<file path="src/rtl/cp0.sv">
// ---------------------------------------------------------------------------
// cp0 -- MIPS-style coprocessor 0 subset (SR, Cause, EPC, PRId)
//
// Handles interrupt and exception entry, eret, and mtc0/mfc0 access for a
// single-issue pipeline whose commit point is the M stage.
//
// Ports
//   clk         : single clock; all state changes on its rising edge
//   reset_n     : asynchronous, active-low reset
//   a1          : mfc0 read register number   -> dout (combinational)
//   a2/din/we   : mtc0 write register number / data / enable
//   pc_in       : PC of the instruction at the commit point
//   bd_in       : that instruction sits in a branch delay slot
//   exc_req     : synchronous exception flagged for pc_in
//   exccode_in  : ExcCode of that exception
//   hwint       : level-sensitive external interrupt lines
//   eretop      : eret is committing
//   intreq      : redirect the PC to the handler (combinational)
//   epc         : return address for eret
//   dout        : mfc0 read data
//
// Build option
//   CP0_BD_EN   : when defined, Cause.BD is captured and EPC points at the
//                 branch (pc_in - 4) for delay-slot faults. When undefined,
//                 Cause.BD reads 0 and bd_in is ignored.
// ---------------------------------------------------------------------------
module cp0 (
  input  logic        clk,
  input  logic        reset_n,
  input  logic [4:0]  a1,
  input  logic [4:0]  a2,
  input  logic [31:0] din,
  input  logic        we,
  input  logic [31:0] pc_in,
  input  logic        bd_in,
  input  logic        exc_req,
  input  logic [4:0]  exccode_in,
  input  logic [5:0]  hwint,
  input  logic        eretop,
  output logic        intreq,
  output logic [31:0] epc,
  output logic [31:0] dout
);

  localparam logic [31:0] PRID_VALUE = 32'h4D49_5053;

  // architectural state
  logic [5:0]  r_sr_im;
  logic        r_sr_exl;
  logic        r_sr_ie;
  logic [5:0]  r_cause_ip;
  logic [4:0]  r_cause_exc;
  logic [29:0] r_epc;

  logic        w_cause_bd;
  logic [29:0] w_epc_entry;
  logic        w_int_pend;
  logic        w_exc_take;
  logic        w_intreq;
  logic        w_sr_wr;
  logic        w_epc_wr;
  logic [31:0] w_sr;
  logic [31:0] w_cause;
  logic        w_unused_pc_lsb;

  // the low PC bits never reach EPC (word-aligned return address)
  assign w_unused_pc_lsb = ^pc_in[1:0];

`ifdef CP0_BD_EN
  logic r_cause_bd;

  assign w_cause_bd  = r_cause_bd;
  // a delay-slot fault returns to the branch so the branch is re-executed
  assign w_epc_entry = bd_in ? (pc_in[31:2] - 30'd1) : pc_in[31:2];

  // Cause.BD: captured on every exception/interrupt entry
  always_ff @(posedge clk or negedge reset_n) begin
    if (!reset_n) begin
      r_cause_bd <= 1'b0;
    end else if (w_intreq) begin
      r_cause_bd <= bd_in;
    end else begin
      r_cause_bd <= r_cause_bd;
    end
  end
`else
  logic w_unused_bd;

  assign w_unused_bd = bd_in;
  assign w_cause_bd  = 1'b0;
  assign w_epc_entry = pc_in[31:2];
`endif

  // entry conditions; EXL masks both sources so handlers never nest.
  // intreq is gated by reset_n so a stray exc_req cannot redirect during reset.
  assign w_int_pend = (|(hwint & r_sr_im)) & r_sr_ie & ~r_sr_exl;
  assign w_exc_take = exc_req & ~r_sr_exl;
  assign w_intreq   = reset_n & (w_int_pend | w_exc_take);
  assign intreq     = w_intreq;

  // an mtc0 in the same cycle as an entry is squashed along with its instruction
  assign w_sr_wr  = we & (a2 == 5'd12) & ~w_intreq;
  assign w_epc_wr = we & (a2 == 5'd14) & ~w_intreq;

  // SR: entry sets EXL, eret clears it (winning over mtc0), mtc0 loads IM/EXL/IE
  always_ff @(posedge clk or negedge reset_n) begin
    if (!reset_n) begin
      r_sr_im  <= 6'd0;
      r_sr_exl <= 1'b0;
      r_sr_ie  <= 1'b0;
    end else begin
      if (w_sr_wr) begin
        r_sr_im <= din[15:10];
        r_sr_ie <= din[0];
      end else begin
        r_sr_im <= r_sr_im;
        r_sr_ie <= r_sr_ie;
      end
      if (w_intreq) begin
        r_sr_exl <= 1'b1;
      end else if (eretop) begin
        r_sr_exl <= 1'b0;
      end else if (w_sr_wr) begin
        r_sr_exl <= din[1];
      end else begin
        r_sr_exl <= r_sr_exl;
      end
    end
  end

  // Cause: IP mirrors hwint every edge; ExcCode captured on entry (0 for interrupts)
  always_ff @(posedge clk or negedge reset_n) begin
    if (!reset_n) begin
      r_cause_ip  <= 6'd0;
      r_cause_exc <= 5'd0;
    end else begin
      r_cause_ip <= hwint;
      if (w_intreq) begin
        r_cause_exc <= w_int_pend ? 5'd0 : exccode_in;
      end else begin
        r_cause_exc <= r_cause_exc;
      end
    end
  end

  // EPC: loaded on entry, or by mtc0 when no entry happens this cycle
  always_ff @(posedge clk or negedge reset_n) begin
    if (!reset_n) begin
      r_epc <= 30'd0;
    end else if (w_intreq) begin
      r_epc <= w_epc_entry;
    end else if (w_epc_wr) begin
      r_epc <= din[31:2];
    end else begin
      r_epc <= r_epc;
    end
  end

  assign w_sr    = {16'h0000, r_sr_im, 8'h00, r_sr_exl, r_sr_ie};
  assign w_cause = {w_cause_bd, 15'h0000, r_cause_ip, 3'b000, r_cause_exc, 2'b00};
  assign epc     = {r_epc, 2'b00};

  // mfc0 read mux; unimplemented register numbers read zero
  always_comb begin
    dout = 32'h0000_0000;
    case (a1)
      5'd12:   dout = w_sr;
      5'd13:   dout = w_cause;
      5'd14:   dout = {r_epc, 2'b00};
      5'd15:   dout = PRID_VALUE;
      default: dout = 32'h0000_0000;
    endcase
  end

endmodule
</file>
<file path="config.mk">
export PLATFORM = sky130hd
export DESIGN_NAME = cp0
export DESIGN_NICKNAME = d
export VERILOG_FILES = /design/src/rtl/cp0.sv
export SDC_FILE = /design/constraint.sdc
export NUM_CORES = 1
export LEC_CHECK = 0
export CELL_PAD_IN_SITES_DETAIL_PLACEMENT = 1
export CELL_PAD_IN_SITES_GLOBAL_PLACEMENT = 2
export CORE_MARGIN = 2
export CORE_UTILIZATION = 22
export DETAILED_ROUTE_END_ITERATION = 8
export PLACE_DENSITY_LB_ADDON = 0.1
export SYNTH_ARGS = -nofsm -noshare
export SYNTH_HDL_FRONTEND = slang
export SYNTH_SLANG_ARGS = --single-unit
</file>
<file path="constraint.sdc">
create_clock -name clk -period 2.1 [get_ports clk]
set_clock_uncertainty 0.1 [all_clocks]
set_input_delay 0.21 -clock clk [delete_from_list [all_inputs] [get_ports clk]]
set_output_delay 0.21 -clock clk [all_outputs]
set_load 0.005 [all_outputs]
</file>
* Word level (Yosys, flattened, before mapping)
Index checks and enable logic that the tools add are counted.
** Word-level totals
- Logic and storage cells :: 34
- Bits in registers :: 49
- Bits of input ports :: 91
** Cells by class
- Bitwise gates (word level) :: 12
- Reduce and logical (&&, ||, !) cells :: 3
- Muxes and demuxes :: 7
- Equal/unequal tests :: 6
** Operators by type and width (number)
- 32-bit one-hot mux with 4 select lines :: 1
- 30-bit 2-to-1 mux :: 2
- 5-bit by 4-bit == test with 1-bit output, second input constant :: 6
- 1-bit bitwise AND :: 8
- 6-bit bitwise AND :: 1
- 6-bit OR reduction :: 1
- 5-bit 2-to-1 mux :: 1
- 1-bit 2-to-1 mux :: 3
- 3-bit nonzero test :: 1
- 1-bit inverter :: 2
- 2-bit nonzero test :: 1
- 1-bit bitwise OR :: 1

* Depth between registers and ports, before layout
- Depth in word-level cells :: 11
- Gate-level depth with buffers :: 6
- Mapped depth without buffers :: 4

* Worst setup path after synthesis
Ideal clock, no wire load.
- Path type :: register to register
- Start :: register r_sr_im[4]
- End :: register r_epc[0]
- Buffers on the path :: 1
- Path slack :: 0.329 ns
- Required time :: 1.872 ns
- Arrival :: 1.543 ns
- Cell stages (with the launch flop) :: 6
- Library setup time :: 0.128 ns
- Cell sequence :: dfrtp_1 a22oi_2 a31oi_1 o21ai_4 buf_4 mux2_1
** Between the ends
- Word-level cells in the longest chain between the ends :: 9
** Ends and longest elaborated chain
- from (decl) :: line 48 : logic [5:0] r_sr_im;
- from (signal assigned) :: line 113 : r_sr_im <= din[15:10];
- from (signal assigned) :: line 116 : r_sr_im <= r_sr_im;
- 6-bit bitwise AND * :: line 96 : assign w_int_pend = (|(hwint & r_sr_im)) & r_sr_ie & ~r_sr_exl;
- 6-bit OR reduction * :: line 96
- 1-bit bitwise AND * (2 in a row) :: line 96
- 1-bit bitwise OR * :: line 98 : assign w_intreq = reset_n & (w_int_pend | w_exc_take);
- 1-bit bitwise AND * :: line 98
- 1-bit inverter :: line 103 : assign w_epc_wr = we & (a2 == 5'd14) & ~w_intreq;
- 1-bit bitwise AND :: line 103
- 2-bit nonzero test (no line)
- to (signal assigned) :: line 151 : r_epc <= w_epc_entry;
- to (signal assigned) :: line 153 : r_epc <= din[31:2];
- to (signal assigned) :: line 155 : r_epc <= r_epc;
- to (decl) :: line 53 : logic [29:0] r_epc;
Mark *: on every way between the ends. The rest lies on a longest branch, timed or not.
A chain may end at the register's enable or synchronous reset.

* Worst setup path after layout
- Start :: register r_sr_im[0]
- End :: register r_epc[21]
Same word-level chain as after synthesis.

==> metrics.md <==
| Metric | Value |
|---|---|
| Initial DRC count | 76 |
| Port-buffer cells | 150 |
| CTS Buf Count | 5 |
| Worst R2R End | r_epc[21] |
| CTS sink count | 49 |
| First-pass iteration count of the detailed router | 4 |
| Htree depth | 2 |
| Die Wd | 115 µm |
| Worst VDD drop | 0.267 mV |
| Asr flop ratio synth | 100% |
| Area Overhead vs Synth | 77.4% |
| PwrDens | 661 mW/mm² |
| Status | completed |
| Global-route wire length before repair | 14800 µm |
| Clock buffer depth | 2 |
| Fin area | 0.00477 mm² |
| Fin. Hold Viols | 0 |
| Area after DPL | 0.00451 mm² |
| Highest clock rate | 501 MHz |
| Clock Pin Slew Worst Setup and Hold Paths | 0.07 ns |
| Worst-margin pin slew | 0.707 ns |
| Crit path max fanout | 29 |
| Synth unique cells | 34 |
| Core area | 0.0120 mm² |
| Register area share after synthesis | 45.6% |
| FF-to-FF path depth | 6 |
| Area of the mapped netlist | 0.00269 mm² |
| Slew Viols, Final | 0 |
| Final setup TNS | 0 ns |
| Mapped Cells | 233 |
| Setup WS pre-CTS | -0.182 ns |
| Hold Worst Slack | 0.0320 ns |
| Total of max-cap violations | 0 |
| Share of layout cells above drive strength 1 | 22.2% |
| Nets | 495 |
| Type of the worst min-delay path | in2async |
| Initial Util | 22.5% |
| Via density | 4.47 |
| Minimum clock period | 2.00 ns |
| Ys flop type | dfrtp_1 |
| Number of flops mapped to enable cells by yosys | 0 |
| R2r setup slk | 0.10 ns |
| Final Setup Violations | 0 |
| FP Rows | 40 |
| Vias | 2475 |
| Hold Buf Count CTS | 0 |
| Worst skew pair latency | 0.29 ns |
| CTS tree | yes |
| Yosys top cell by area | dfrtp_1 |
| Setup ws final | 0.104 ns |
| Drt drc | 0 |
| Leak | 2.16 nW |
| DIE HEIGHT | 115 µm |
| Reg2reg start | r_sr_im[0] |
| DRT antenna net count | 0 |
| Number of global-route vias before repair | 2708 |
| Slew margin rel. | 52.5% |
| Clk root buf | clkbuf_16 |
| DRT Wirelength | 9690 µm |
| Grt ovf | 0 |
| Wire per inst | 17.5 µm |
| Critical path endpoint category | flip-flop |
| Largest net degree at the start of global routing | 50 |
| Total GRT Usage | 15.0% |
| Crit path kind | reg2reg |
| Initial antenna violation count | 2 |
| RePlAce Congestion | 0.728 |
| HPWL Detailed | 7360 µm |
| Mean Syn Cell Area | 11.5 µm² |
| Synth Register Bits | 49 |
| Yosys top cell area share | 45.6% |
| Post-layout power | 3.15 mW |
| Synth area leaders | dfrtp_1 46%, mux2_2 17%, mux2_1 12%, nor2_1 4.0%, and2_1 2.8% |
| Nature of the critical path startpoint | flip-flop |
| Yosys Warn Count | 0 |
| CP required | 2.17 ns |
| Die area | 0.0131 mm² |
| IO Pins | 156 |
| Tcrit/Tclk final | 95.0% |
| RSZ-0062 raised after global routing | no |
| Crit path DAT | 2.07 ns |
[cells in the mapped netlist, types with 2 or more instances]
library cell	instances
a22oi_1	4
o22ai_1	2
mux2i_1	5
nor2_1	29
clkbuf_1	5
a22o_1	5
mux2_2	40
buf_2	4
and2_1	12
dfrtp_1	49
inv_1	4
buf_4	5
mux2_1	28
nor2b_1	2
a22oi_2	3
o21ai_0	4
nand2_1	6
nand2b_1	3
a21oi_1	8
[cell families (layout without fill, tap and decap cells)]
family          Yosys count  in the layout  share of synthesized area [%]
compound gates           31             31                           9.21
buf+inv                  19            190                           3.54
flops                    49             49                           45.6
mux                      73             73                           30.3
other cells               1              4                          0.139
simple gates             60             60                           11.2
[final cells by class]
type | count | area [µm²]
Fill cell | 1325 | 7190
Timing Repair Buffer | 178 | 1780
Multi-Input combinational cell | 166 | 1400
Sequential cell | 49 | 1230
Tap cell | 147 | 184
Clock buffer | 7 | 153
Inverter | 4 | 15.0
Clock inverter | 1 | 5.00
Antenna cell | 2 | 5.00
[power breakdown]
group / internal (mW) / switching (mW) / leakage, nW / total [mW]
Sequential: 1.13 / 0.139 / 0.589 / 1.27
Combinational: 0.700 / 0.327 / 1.50 / 1.03
Clock: 0.505 / 0.351 / 0.0799 / 0.857
Total: 2.34 / 0.817 / 2.16 / 3.15
[registers in the layout (all words and copies together), names as in the netlist]
signal	count
r_sr_exl	1
r_sr_im	6
r_sr_ie	1
r_epc	30
r_cause_exc	5
r_cause_ip	6
[placed cells by master, fill, tap and decap left out, types with 6 or more instances in the layout]
| cell type | instances |
|---|---|
| nor2_1 | 28 |
| nand2_1 | 6 |
| mux2_2 | 40 |
| clkdlybuf4s50_1 | 133 |
| and2_1 | 12 |
| a21oi_1 | 7 |
| buf_4 | 20 |
| dfrtp_1 | 49 |
| mux2_1 | 28 |
| dlymetal6s2s_1 | 14 |
[metrics by stage]
stage               utilization, %  cells
finish                        39.9    554
global route                  39.9    553
CTS                           39.4    551
detailed placement            37.7    541
global placement              37.7    541
floorplan                        -    234
[worst max-delay path, stage by stage (launching register included)]
cell and delay (ns):
dfrtp_1 0.40, a22oi_2 0.25, a31oi_2 0.17, o21ai_4 0.23, buf_4 0.16, buf_12 0.20
mux2_2 0.35
[repair_timing]
action / 4_1_cts / 5_1_grt
endpoints found under the setup margin: 26 / 24
resized for setup: 10 / 17
gates cloned: 1 / 0
pin swaps: 3 / 0
buffers inserted: 1 / 1
[how the worst max path moves through the flow]
stage | start | end | slack [ns] | cells after the start
6_report | r_sr_im[0] | r_epc[21] | 0.10 | 6
5_1_grt | r_sr_im[4] | r_epc[2] | 0.002 | 6
4_1_cts | a1[0] | dout[15] | -0.01 | 6
3_5_place_dp | a2[4] | r_epc[7] | -0.18 | 6
3_3_place_gp | a2[4] | r_epc[11] | -0.18 | 6
2_1_floorplan | r_sr_im[4] | r_epc[0] | 0.33 | 5
[per-layer routing]
metal / part of all wire (%) / track usage (%) / up-vias / routed length (µm)
met4: 1.4 / 3.90 / 0 / 133
met2: 47 / 24.2 / 82 / 4570
li1: - / - / 1164 / -
met3: 7.3 / 4.82 / 9 / 703
met1: 44 / 19.4 / 1220 / 4280
met5: 0 / 0 / - / 0
Power figures use the tool's default switching activity.
